[src/rtl/fp_addsub_pkg.sv]
// Shared definitions for the multi-cycle floating-point add/subtract unit:
// FSM encoding, derived field widths and the canonical quiet NaN pattern.
package fp_addsub_pkg;

  typedef enum logic [2:0] {
    S_IDLE,
    S_UNPACK,
    S_ALIGN,
    S_ADD,
    S_NORM,
    S_ROUND,
    S_DONE
  } state_e;

  function automatic int word_w(input int exp_w, input int man_w);
    return 1 + exp_w + man_w;
  endfunction

  // {hidden, man, G, R, S}
  function automatic int ext_w(input int man_w);
    return man_w + 4;
  endfunction

  // {carry, hidden, man, G, R, S}
  function automatic int sum_w(input int man_w);
    return man_w + 5;
  endfunction

  // Positive quiet NaN: exponent all ones, mantissa MSB set, rest zero.
  function automatic logic [127:0] canon_nan(input int exp_w, input int man_w);
    return ((128'(1) << (exp_w + 1)) - 128'(1)) << (man_w - 1);
  endfunction

endpackage

[src/rtl/fp_align_shifter.sv]
// Combinational right barrel shifter that ORs every bit shifted out of the
// word into bit 0 (the sticky position).
module fp_align_shifter #(
  parameter int W_IN = 27,
  parameter int SH_W = 8
) (
  input  logic [W_IN-1:0] mant_i,
  input  logic [SH_W-1:0] shamt_i,
  output logic [W_IN-1:0] mant_o
);

  logic [W_IN-1:0] shifted;
  logic [W_IN-1:0] lost_mask;

  always_comb begin
    shifted   = '0;
    lost_mask = '0;
    mant_o    = '0;
    if (32'(shamt_i) >= 32'(W_IN)) begin
      mant_o = {{(W_IN-1){1'b0}}, |mant_i};
    end else begin
      shifted   = mant_i >> shamt_i;
      lost_mask = ~({W_IN{1'b1}} << shamt_i);
      mant_o    = {shifted[W_IN-1:1], shifted[0] | (|(mant_i & lost_mask))};
    end
  end

endmodule

[src/rtl/fp_addsub_unit.sv]
// Multi-cycle FP add/subtract with valid/ready handshakes and status flags.
// Define FPADD_ROUND_NEAREST_EN for round-to-nearest-even; otherwise truncate.
module fp_addsub_unit
  import fp_addsub_pkg::*;
#(
  parameter int EXP_W = 8,
  parameter int MAN_W = 23
) (
  input  logic                   clk,
  input  logic                   rst,
  input  logic                   in_valid,
  output logic                   in_ready,
  input  logic [EXP_W+MAN_W:0]   a,
  input  logic [EXP_W+MAN_W:0]   b,
  input  logic                   op,
  output logic                   out_valid,
  input  logic                   out_ready,
  output logic [EXP_W+MAN_W:0]   res,
  output logic                   ovf,
  output logic                   unf,
  output logic                   inv
);

  localparam int W  = word_w(EXP_W, MAN_W);
  localparam int XW = ext_w(MAN_W);
  localparam int SW = sum_w(MAN_W);
  localparam logic [EXP_W-1:0] EXP_ONES = '1;
  localparam logic [W-1:0]     QNAN     = W'(canon_nan(EXP_W, MAN_W));

  state_e           state_q, state_d;
  logic [W-1:0]     a_q, a_d, b_q, b_d;
  logic             op_q, op_d;
  logic             sx_q, sx_d;
  logic             eff_sub_q, eff_sub_d;
  logic [EXP_W-1:0] ex_q, ex_d, ey_q, ey_d;
  logic [XW-1:0]    mx_q, mx_d, my_q, my_d;
  logic [SW-1:0]    sum_q, sum_d;
  logic [EXP_W:0]   exp_q, exp_d;
  logic [W-1:0]     res_q, res_d;
  logic             ovf_q, ovf_d, unf_q, unf_d, inv_q, inv_d;

  logic [EXP_W-1:0] ea, eb;
  logic [MAN_W-1:0] ma, mb;
  logic             sb_eff, swap;
  logic [SW-1:0]    sum_add;
  logic [MAN_W+1:0] rnd;
  logic [EXP_W:0]   exp_rnd;
  logic [EXP_W-1:0] align_d;
  logic [XW-1:0]    my_shift;

  // Returns {carry, hidden, man}; a carry means the mantissa rolled over to 2.0.
  function automatic logic [MAN_W+1:0] round_man(input logic [MAN_W+3:0] s);
`ifdef FPADD_ROUND_NEAREST_EN
    logic up;
    up = s[2] & (s[1] | s[0] | s[3]);
    return {1'b0, s[MAN_W+3:3]} + (MAN_W+2)'(up);
`else
    logic unused_grs;
    unused_grs = ^s[2:0];
    return {1'b0, s[MAN_W+3:3]};
`endif
  endfunction

  assign align_d = ex_q - ey_q;

  fp_align_shifter #(
    .W_IN (XW),
    .SH_W (EXP_W)
  ) u_align (
    .mant_i  (my_q),
    .shamt_i (align_d),
    .mant_o  (my_shift)
  );

  always_comb begin
    state_d   = state_q;
    a_d       = a_q;
    b_d       = b_q;
    op_d      = op_q;
    sx_d      = sx_q;
    eff_sub_d = eff_sub_q;
    ex_d      = ex_q;
    ey_d      = ey_q;
    mx_d      = mx_q;
    my_d      = my_q;
    sum_d     = sum_q;
    exp_d     = exp_q;
    res_d     = res_q;
    ovf_d     = ovf_q;
    unf_d     = unf_q;
    inv_d     = inv_q;

    // Denormal inputs are flushed: exponent 0 forces a zero mantissa.
    ea      = a_q[W-2:MAN_W];
    eb      = b_q[W-2:MAN_W];
    ma      = (ea == '0) ? '0 : a_q[MAN_W-1:0];
    mb      = (eb == '0) ? '0 : b_q[MAN_W-1:0];
    sb_eff  = b_q[W-1] ^ op_q;
    swap    = {eb, mb} > {ea, ma};
    sum_add = eff_sub_q ? ({1'b0, mx_q} - {1'b0, my_q}) : ({1'b0, mx_q} + {1'b0, my_q});
    rnd     = round_man(sum_q[MAN_W+3:0]);
    exp_rnd = rnd[MAN_W+1] ? exp_q + (EXP_W+1)'(1) : exp_q;

    case (state_q)
      S_IDLE: begin
        if (in_valid) begin
          a_d     = a;
          b_d     = b;
          op_d    = op;
          ovf_d   = 1'b0;
          unf_d   = 1'b0;
          inv_d   = 1'b0;
          state_d = S_UNPACK;
        end
      end
      S_UNPACK: begin
        if (ea == EXP_ONES || eb == EXP_ONES) begin
          res_d   = QNAN;
          inv_d   = 1'b1;
          state_d = S_DONE;
        end else begin
          eff_sub_d = a_q[W-1] ^ sb_eff;
          if (swap) begin
            sx_d = sb_eff;
            ex_d = eb;
            ey_d = ea;
            mx_d = {(eb != '0), mb, 3'b000};
            my_d = {(ea != '0), ma, 3'b000};
          end else begin
            sx_d = a_q[W-1];
            ex_d = ea;
            ey_d = eb;
            mx_d = {(ea != '0), ma, 3'b000};
            my_d = {(eb != '0), mb, 3'b000};
          end
          state_d = S_ALIGN;
        end
      end
      S_ALIGN: begin
        my_d    = my_shift;
        state_d = S_ADD;
      end
      S_ADD: begin
        sum_d = sum_add;
        exp_d = {1'b0, ex_q};
        if (sum_add == '0) begin
          res_d   = '0;
          state_d = S_DONE;
        end else begin
          state_d = S_NORM;
        end
      end
      S_NORM: begin
        if (sum_q[SW-1]) begin
          sum_d = {1'b0, sum_q[SW-1:2], sum_q[1] | sum_q[0]};
          exp_d = exp_q + (EXP_W+1)'(1);
        end else if (!sum_q[SW-2]) begin
          if (exp_q == (EXP_W+1)'(1)) begin
            res_d   = {sx_q, {(W-1){1'b0}}};
            unf_d   = 1'b1;
            state_d = S_DONE;
          end else begin
            sum_d = {sum_q[SW-2:0], 1'b0};
            exp_d = exp_q - (EXP_W+1)'(1);
          end
        end else begin
          state_d = S_ROUND;
        end
      end
      S_ROUND: begin
        if (exp_rnd >= {1'b0, EXP_ONES}) begin
          res_d = {sx_q, EXP_ONES, {MAN_W{1'b0}}};
          ovf_d = 1'b1;
        end else begin
          res_d = {sx_q, exp_rnd[EXP_W-1:0], rnd[MAN_W+1] ? rnd[MAN_W:1] : rnd[MAN_W-1:0]};
        end
        state_d = S_DONE;
      end
      S_DONE: begin
        if (out_ready) state_d = S_IDLE;
      end
      default: state_d = S_IDLE;
    endcase
  end

  always_ff @(posedge clk or posedge rst) begin
    if (rst) begin
      state_q <= S_IDLE;
      res_q   <= '0;
      ovf_q   <= 1'b0;
      unf_q   <= 1'b0;
      inv_q   <= 1'b0;
    end else begin
      state_q <= state_d;
      res_q   <= res_d;
      ovf_q   <= ovf_d;
      unf_q   <= unf_d;
      inv_q   <= inv_d;
    end
  end

  always_ff @(posedge clk) begin
    a_q       <= a_d;
    b_q       <= b_d;
    op_q      <= op_d;
    sx_q      <= sx_d;
    eff_sub_q <= eff_sub_d;
    ex_q      <= ex_d;
    ey_q      <= ey_d;
    mx_q      <= mx_d;
    my_q      <= my_d;
    sum_q     <= sum_d;
    exp_q     <= exp_d;
  end

  assign in_ready  = (state_q == S_IDLE);
  assign out_valid = (state_q == S_DONE);
  assign res       = res_q;
  assign ovf       = ovf_q;
  assign unf       = unf_q;
  assign inv       = inv_q;

endmodule

[config.mk]
export PLATFORM = sky130hd
export DESIGN_NAME = fp_addsub_unit
export DESIGN_NICKNAME = d
export VERILOG_FILES = /design/src/rtl/fp_addsub_pkg.sv /design/src/rtl/fp_align_shifter.sv /design/src/rtl/fp_addsub_unit.sv
export SDC_FILE = /design/constraint.sdc
export NUM_CORES = 1
export LEC_CHECK = 0
export ABC_AREA = 1
export CORE_MARGIN = 4
export CORE_UTILIZATION = 65
export DETAILED_ROUTE_END_ITERATION = 8
export DONT_BUFFER_PORTS = 1
export PLACE_DENSITY = 0.85
export SLEW_MARGIN = 15
export SYNTH_ARGS = -nofsm -noshare
export SYNTH_HDL_FRONTEND = slang
export SYNTH_SLANG_ARGS = --single-unit
[constraint.sdc]
create_clock -name clk -period 5.65 [get_ports clk]
set_input_delay 1.4125 -clock clk [delete_from_list [all_inputs] [get_ports clk]]
set_output_delay 1.4125 -clock clk [all_outputs]
set_load 0.005 [all_outputs]
; Word-level counts from Yosys, hierarchy flattened
; Index checks and enable logic that the tools add are counted.
[totals]
register_bits = 212
in_bits = 69
[op_classes]
n_reduce_logical = 24
n_eq_ne = 21
add_sub_neg = 5
order_cmp = 3
bitwise = 7
muxes = 43
shifts = 2
[op_table]
columns = cell, n
row1 = 27-bit 2-to-1 mux, 7
row2 = 32-bit 2-to-1 mux, 5
row3 = 32-bit case mux with 4 select lines, 1
row4 = 28-bit case mux with 2 select lines, 1
row5 = 27-bit case mux with 2 select lines, 1
row6 = 27-bit OR reduction, 2
row7 = 23-bit 2-to-1 mux, 2
row8 = 31-bit greater-than comparator, 1
row9 = 31-bit 2-to-1 mux, 1
row10 = 27-bit by 27-bit adder with 28-bit output, 1
row11 = 28-bit zero test, 1
row12 = 28-bit 2-to-1 mux, 1
row13 = 27-bit by 27-bit subtractor with 28-bit output, 1
row14 = 27-bit AND, 1
row15 = 9-bit 2-to-1 mux, 3
row16 = 27-bit NOT, 1
row17 = "27-bit by 8-bit << shifter with 27-bit output, first input constant", 1
row18 = 27-bit by 8-bit right shift with 27-bit output, 1
row19 = 3-bit case mux with 7 select lines, 1
row20 = 3-bit 2-to-1 mux, 6
row21 = 9-bit case mux with 2 select lines, 1
row22 = "8-bit equality test, second input constant", 2
row23 = 8-bit zero test, 2
row24 = 8-bit 2-to-1 mux, 2
row25 = 28 further kinds, 59

; Depth between registers and ports, before layout
; Gate-level depths: netlist (run 1).
[logic_depth]
depth_word = 8
depth_mapped = 33
depth_no_buf = 32

; Modules after synthesis
; From an unflattened synthesis (run 1), not the netlist that was laid out.
[unflattened]
hier_cells = 1931
area_unflattened_um2 = 14616.5
[modules_own_cells]
columns = module, n_inst, area_per_inst_um2, seq_area_each_um2, cells_per_inst
row1 = fp_addsub_unit, 1, 12518.3, 6085.8, 1496
row2 = fp_align_shifter, 1, 2098.3, 0.0, 435

; Worst setup path before layout (run 1)
; OpenSTA, ideal clock, no wires.
[synth_path]
path_kind = input to register
start = input in_valid
end = register a_q[0], enable pin
path_slack_ns = 0.880
arrival_ns = 4.282
n_path_buf = 0
setup_ns = 0.489
cell_stages = 2
path_cell_list = o211ai_1 > nor2_1
[synth_via]
elab_chain_cells = 1
[synth_rtl]
columns = element, line
row1 = from (decl), fp_addsub_unit.sv:11  ; input logic in_valid,
row2 = 2-bit AND reduction (no source line), --
row3 = to (signal assigned), fp_addsub_unit.sv:203  ; a_q <= a_d;
row4 = to (decl), fp_addsub_unit.sv:31  ; logic [W-1:0] a_q, a_d, b_q, b_d;
; No other way between the ends.
; A chain may end at the register's enable or synchronous reset.

; Worst setup path after layout (run 1)
[layout_path]
start = register my_q[0]
end = register res_q[12] (netlist: res[12])
[layout_via]
elab_chain_cells = 5
word_cells_on_any_way = 6
[layout_rtl]
columns = element, line
row1 = from (decl), fp_addsub_unit.sv:36  ; logic [XW-1:0] mx_q, mx_d, my_q, my_d;
row2 = from (signal assigned), fp_addsub_unit.sv:211  ; my_q <= my_d;
row3 = 27-bit by 27-bit adder with 28-bit output / 27-bit by 27-bit subtractor with 28-bit output (equally long branches), fp_addsub_unit.sv:100  ; sum_add = eff_sub_q ? ({1'b0, mx_q} - {1'b0, my_q}) : ({1'b0, mx_q} + {1'b0, my_q});
row4 = 28-bit 2-to-1 mux (*), fp_addsub_unit.sv:100
row5 = 28-bit zero test (*), fp_addsub_unit.sv:146  ; if (sum_add == '0) begin
row6 = 2-bit != test (no source line) (*), --
row7 = 6-bit AND reduction (no source line) (*), --
row8 = to (signal assigned), fp_addsub_unit.sv:195  ; res_q <= res_d;
row9 = to (decl), fp_addsub_unit.sv:39  ; logic [W-1:0] res_q, res_d;
; Every way passes the cells marked *; elsewhere a longest branch is shown, timed or not.

==> results of run 1 <==
-- timing repair --
item                       CTS  global route
setup buffers                0             0
setup endpoints to repair    0             5
resized for setup            0             1
-- metrics by stage --
step | instances | hold slack (ns) | setup WS [ns] | util, % | cell area (um^2)
after floorplan | 2042 | 0.4507 | 0.8798 | - | 14870
after global placement | 2278 | 0.4578 | 0.8801 | 66.87 | 15090
after detailed placement | 2278 | 0.4652 | 0.6847 | 66.87 | 15090
after CTS | 2318 | 0.4806 | 0.6299 | 70.14 | 15830
after global routing | 2318 | 0.5071 | 0.02549 | 70.16 | 15840
final | 2319 | 0.4811 | 0.6072 | 70.17 | 15840
-- layer usage --
metal  track usage, %  vias to the layer above
met5                0                        -
li1                 -                     6664
met1            45.43                     6288
met4            9.073                        2
met2            51.69                      795
met3            5.799                      104
-- cells in the mapped netlist (all sizes together), types with 2 or more instances --
library cell,instances
nand2,623
inv,312
nor2,192
edfxtp,171
o21ai,150
nand3,141
a21oi,70
ha,69
clkbuf,51
xor2,39
dfrtp,38
nand4,33
nor3,31
o221ai,22
buf,16
o22ai,16
o211ai,14
nor4,10
nand3b,7
a31oi,5
o21bai,4
or2,4
clkinv,3
o311ai,3
o31ai,3
a211oi,2
a21boi,2
mux2i,2
xnor2,2
-- logic make-up after synthesis --
kind of cell	after synthesis
adder cells (fa/ha/maj)	70
buffers and inverters	382
XOR/XNOR	41
multiplexers	2
AO/OA/AOI/OAI	295
AND/OR/NAND/NOR	1043
flip-flops	209
-- state kept, by name, summed over array words and instances, names as in the netlist, 8 cells and up --
signal  count
exp_q       9
ex_q        8
res        32
sum_q      28
a_q        32
mx_q       24
ey_q        8
my_q       27
b_q        32
-- worst max-delay path, delay by kind of cell, from the launching register on --
family / cells / cell delay [ns]
buf+inv: 3 / 0.36
simple gates: 21 / 2.69
xor+xnor: 1 / 0.19
fa+ha+maj: 2 / 0.63
flops: 1 / 0.47
compound gates: 3 / 0.55
-- how the worst max path moves through the flow --
| stage | from | endpoint | slack [ns] | cells after the start |
|---|---|---|---|---|
| CTS | my_q[0] | res[12] | 0.63 | 30 |
| global placement | my_q[0] | res[25] | 0.88 | 30 |
| detailed placement | my_q[0] | res[14] | 0.68 | 30 |
| finish | my_q[0] | res[12] | 0.61 | 30 |
| floorplan | in_valid | a_q[0] | 0.88 | 2 |
| global route | my_q[0] | res[12] | 0.03 | 29 |
-- area by class of cell --
cell class / instances / area [um^2] / area share (%)
clock inverter: 13 / 126.4 / 0.7979
sequential: 209 / 6086 / 38.42
timing repair buffer: 18 / 135.1 / 0.8532
multi-input combinational: 1451 / 7338 / 46.33
tap: 285 / 356.6 / 2.251
clock buffer: 27 / 611.8 / 3.863
antenna: 1 / 2.502 / 0.01580
inverter: 315 / 1182 / 7.465
-- cell usage in the layout, fill, tap and decap left out, types with 32 or more instances in the layout --
master / n
a21oi_1: 70
dfrtp_1: 38
edfxtp_1: 171
ha_1: 69
inv_1: 307
nand2_1: 614
nand3_1: 140
nand4_1: 32
nor2_1: 184
o21ai_0: 143
xor2_1: 39
==> qor.csv, run 1 <==
metric,value,unit
kind of end point of the critical path,flip-flop,
total number of vias,13850,
slowest CP cell,edfxtp_1,
H-tree depth,1,
Horiz. Die Dim,159.3,um
Overflow after GRT,0,
routed wire length on met2,19.02,mm
Post-Syn Instances,2042,
count of routing violations after the opening detailed-route iteration,1908,
antenna violations before repair,1,
pins over their slew limit,0,
cts-stage hold buffer count,0,
ratio of cells with drive above 1 in the final layout,4.181,%
max_slew headroom,28.56,%
clock latency reported for the late side of the worst-skew pair,0.52,ns
combinational family with the most area after synthesis,simple AND/OR/NAND/NOR gates,
worst r2r dst,res[12],
placeable core region,22570,um^2
setup-violating endpoint count in the final report,0,
number of buffer cells added on primary ports,0,
total clock buffers created by CTS,22,
Post-Synth Adder-Cell Area,5.939,%
multiplexer share of the synthesized area,0.1346,%
RSZ-0062 raised after global routing,no,
Max Cap Violations,0,
first-pass GRT wire length,66.92,mm
Die ar.,25370,um^2
"Net Count, Synth",2181,
clk buf depth,3,
launching element type of the critical path,flip-flop,
Setup Skew,0.01273,ns
number of cells on the worst reg-to-reg path,30,
TritonCTS clock tree,built,
worst setup path category,reg -> reg,
largest area contributor in the netlist,edfxtp_1,
hold wc startpoint,sum_q[5],
area added between synthesis and finish,6.485,%
overall routing resource usage,32.20,%
run status,"complete, no violations",
Reg-to-Reg Start,my_q[0],
number of endpoints with negative hold slack in the final report,0,
post-route clock period utilization,89.25,%
Cell Rows,55,
clock-pin slew reported for the worst setup and hold paths after clock tree synthesis,0.07,ns
post-synth cell types,49,
slack of the worst reg-to-reg path,0.61,ns
Netlist Area Pre-Place,14870,um^2
post-detailed-route via-to-cell ratio,5.974,
top metal layer carrying routed signals,met5,
share of the synthesized area in compound gates (AO/OA/AOI/OAI),11.35,%
number of cells on the worst hold path,2,
routed metal-1 wire length,17.25,mm
critical path data arrival time,5.44,ns
final critical path time including I/O delays and setup,5.043,ns
synthesis warning total,0,
"critical path fanouts, max",32,
setup TNS after final layout,0,ns
gp weighted congestion,1.017,
capture endpoint of the worst hold path,res[2],
commonest register cell after synthesis,edfxtp_1,
drt first pass iters,6,
final wirelength,41.75,mm
vias in the first global route,12880,
number of filler instances in the final layout,1786,
most repeated library cell on the critical path,nand2_1,
pin count of the biggest net entering global routing,66,
fraction of synthesized cell area taken by the top area cell type,34.52,%
amount of wire on met3 after detailed routing,4.277,mm
Post-synth EDFFs,171,
final routed wire length divided by cell count,18.00,um
number of I/O pins,106,
"basic-gate share of the synthesized area counting and, or, nand and nor cells",29.26,%
Synth area leaders,"edfxtp_1 (35%), nand2_1 (16%), inv_1 (7.7%)",
number of DRC violations after detailed routing,0,
slew of the pin with the lowest slew margin,1.063,ns
Die Span Y,159.3,um
average instance area after synthesis,7.284,um^2
total half-perimeter wirelength after legalization and detailed placement,32.10,mm
sequential cell area fraction in the yosys report,40.92,%
maximum clock frequency,198.3,MHz
starting density of the core,65.90,%
CTS Root Buffer Type,clkbuf_16,
xor/xnor cell area share of the yosys netlist,2.414,%
final antenna-violating net count,0,
class of the worst hold path,reg -> reg,
highest cell delay on the worst timing path,0.47,ns
number of flip-flops and latches in the synthesized netlist,209,
"Data required, critical path",6.05,ns
Final nets,2156,
clock sinks,209,
"FFs w/ async S/R, synth",18.18,%
Power of run 1 is not shown: default switching activity piles up to over one toggle a cycle in this logic, so the estimate is an artifact.
==> run 2, diff against run 1 <==
- CAP_MARGIN: not set -> 15
- clock period: 5.65 -> 6.2 ns (I/O delays scaled with it)
==> run 2 against run 1 <==
Global-route usage grew 0.52 points. Critical endpoint is now res[0]. Worst setup slack better by 0.40 ns. First-iteration DRC count shrank 6.9%. Non-clock buffer count is 2 lower. Via count is 1.6% higher. Final cell count about the same. Sequential share of layout area grew 0.12 points. Cell area fell by 0.32%. Core utilization down 0.22 points. Critical path depth shrank 1. Sequential cell count unchanged. Critical path type unchanged. Clock skew rose by 0.0023 ns.
==> qor.csv, run 2 (synthesized netlist as in run 1, its figures left out) <==
metric,value,unit,change
run status,"complete, no violations",,
first-pass GRT wire length,68.37,mm,+2.2%
final critical path time including I/O delays and setup,5.195,ns,+0.1521 ns
Final nets,2155,,-0.046%
dpl ws,1.166,ns,+0.4814 ns
capture endpoint of the worst hold path,res[18],,
"Data required, critical path",6.60,ns,+0.55 ns
"most common cell after layout, fill and taps aside",nand2_1,,
drt first pass iters,6,,unchanged
area added between synthesis and finish,6.149,%,
most repeated library cell on the critical path,nand2_1,,
"leading cell types in the layout, fill and taps excluded","nand2_1 (615), inv_1 (307), nor2_1 (184), edfxtp_1 (171), o21ai_0 (143)",,
Max Cap Violations,0,,unchanged
post-detailed-route via-to-cell ratio,6.069,,+1.6%
count of routing violations after the opening detailed-route iteration,1777,,-6.9%
Setup Skew,0.01501,ns,+0.002280 ns
overall routing resource usage,32.72,%,+0.52 points
"critical path fanouts, max",32,,unchanged
vias in the first global route,13280,,+3.1%
crit path buf inv count,3,,unchanged
highest cell delay on the worst timing path,0.44,ns,-0.03 ns
Die Span Y,159.3,um,unchanged
critical path depth in cells,29,,-3.3%
launching element type of the critical path,flip-flop,,
number of filler instances in the final layout,1835,,+2.7%
hold wc startpoint,sum_q[21],,
Overflow after GRT,0,,unchanged
kind of end point of the critical path,flip-flop,,
slew of the pin with the lowest slew margin,1.121,ns,+0.05768 ns
family of cells with the greatest summed delay on the critical path,simple AND/OR/NAND/NOR gates,,
Reg-to-Reg Start,my_q[0],,
slowest CP cell,edfxtp_1,,
number of cells on the worst hold path,2,,unchanged
CTS Root Buffer Type,clkbuf_16,,
worst hold-check slack,0.4744,ns,-0.006690 ns
clock-pin slew reported for the worst setup and hold paths after clock tree synthesis,0.07,ns,about the same
placeable core region,22570,um^2,unchanged
number of gates resized after cts,0,,unchanged
final wirelength,42.37,mm,+1.5%
number of DRC violations after detailed routing,0,,unchanged
total number of vias,14070,,+1.6%
post-route clock period utilization,83.79,%,-5.5 points
gp weighted congestion,1.044,,+2.7%
worst setup slack after layout,1.005,ns,+0.3979 ns
class of the worst hold path,reg -> reg,,
max_slew headroom,24.68,%,-3.9 points
worst r2r dst,res[0],,
clk buf depth,3,,unchanged
Die ar.,25370,um^2,unchanged
number of buffer cells added on primary ports,0,,unchanged
final antenna-violating net count,0,,unchanged
starting density of the core,65.90,%,unchanged
pin count of the biggest net entering global routing,63,,-4.5%
setup TNS after final layout,0,ns,unchanged
RSZ-0062 raised after global routing,no,,
worst setup path category,reg -> reg,,
maximum clock frequency,192.5,MHz,-2.9%
Horiz. Die Dim,159.3,um,unchanged
number of endpoints with negative hold slack in the final report,0,,unchanged
setup-violating endpoint count in the final report,0,,unchanged
ratio of cells with drive above 1 in the final layout,4.035,%,-0.15 points
critical path data arrival time,5.59,ns,+0.15 ns
multi-input logic area,7341,um^2,about the same
number of cells in the finished layout apart from fillers,2318,,-0.043%
cts-stage hold buffer count,0,,unchanged
total clock buffers created by CTS,23,,+4.5%
number of buffers inserted by post-CTS setup repair,0,,unchanged
pins over their slew limit,0,,unchanged
number of cells on the worst reg-to-reg path,29,,-3.3%
Cell Rows,55,,unchanged
clock latency reported for the late side of the worst-skew pair,0.52,ns,about the same
H-tree depth,1,,unchanged
sequential cell area in the final layout,6086,um^2,unchanged
clock sinks,209,,unchanged
slack of the worst reg-to-reg path,1.01,ns,+0.40 ns
final routed wire length divided by cell count,18.28,um,+1.5%
TritonCTS clock tree,built,,
placed cells,2276,,-0.088%
number of I/O pins,106,,unchanged
antenna violations before repair,0,,-1
total half-perimeter wirelength after legalization and detailed placement,32.32,mm,+0.70%
[run 2: cell types whose count changed in the layout (fill, tap and decap cells not counted), sizes merged]
cell	delta
buf	-2
bufinv	-1
clkbuf	+2
clkinv	-4
clkinvlp	+3
inv	+1
[run 2: how the worst max path moves through the flow]
stage	slack (ns)	endpoint	start
final	1.01	res[0]	my_q[0]
after floorplan	1.29	a_q[0]	in_valid
after global routing	0.40	res[0]	my_q[0]
after CTS	1.04	res[0]	my_q[0]
after global placement	1.26	res[31]	my_q[0]
after detailed placement	1.17	res[27]	my_q[0]
[run 2: per-layer routing]
layer	share of wire (%)	track usage, %	vias up
met1	41	44.79	6508
met5	0	0	-
met3	9.8	6.316	123
met4	3.2	10.18	0
li1	-	-	6670
met2	46	53.25	768
[run 2: layout make-up]
type / count / share of cell area, %
Clock buffer: 29 / 3.788
Multi-Input combinational cell: 1451 / 46.49
Sequential cell: 209 / 38.55
Timing Repair Buffer: 16 / 0.7608
Clock inverter: 12 / 0.6498
Antenna cell: 1 / 0.01585
Tap cell: 285 / 2.258
Inverter: 315 / 7.489
[run 2: worst register-to-register path, delay by kind of cell (launching register included)]
| kind | cells | cell delay (ns) |
|---|---|---|
| AOI/OAI and AO/OA | 1 | 0.19 |
| xor gates and xnor gates | 1 | 0.11 |
| adders and majority gates | 2 | 0.63 |
| buffers and inverters | 3 | 0.39 |
| DFF | 1 | 0.44 |
| and+or+nand+nor | 22 | 3.33 |
[run 2: per-stage QoR]
step	area [um^2]	utilization, %
final	15790	69.95
after detailed placement	15090	66.83
after global routing	15790	69.94
after global placement	15080	66.82
after CTS	15790	69.94
after floorplan	14870	-
Power of run 2 is left out for the same reason.
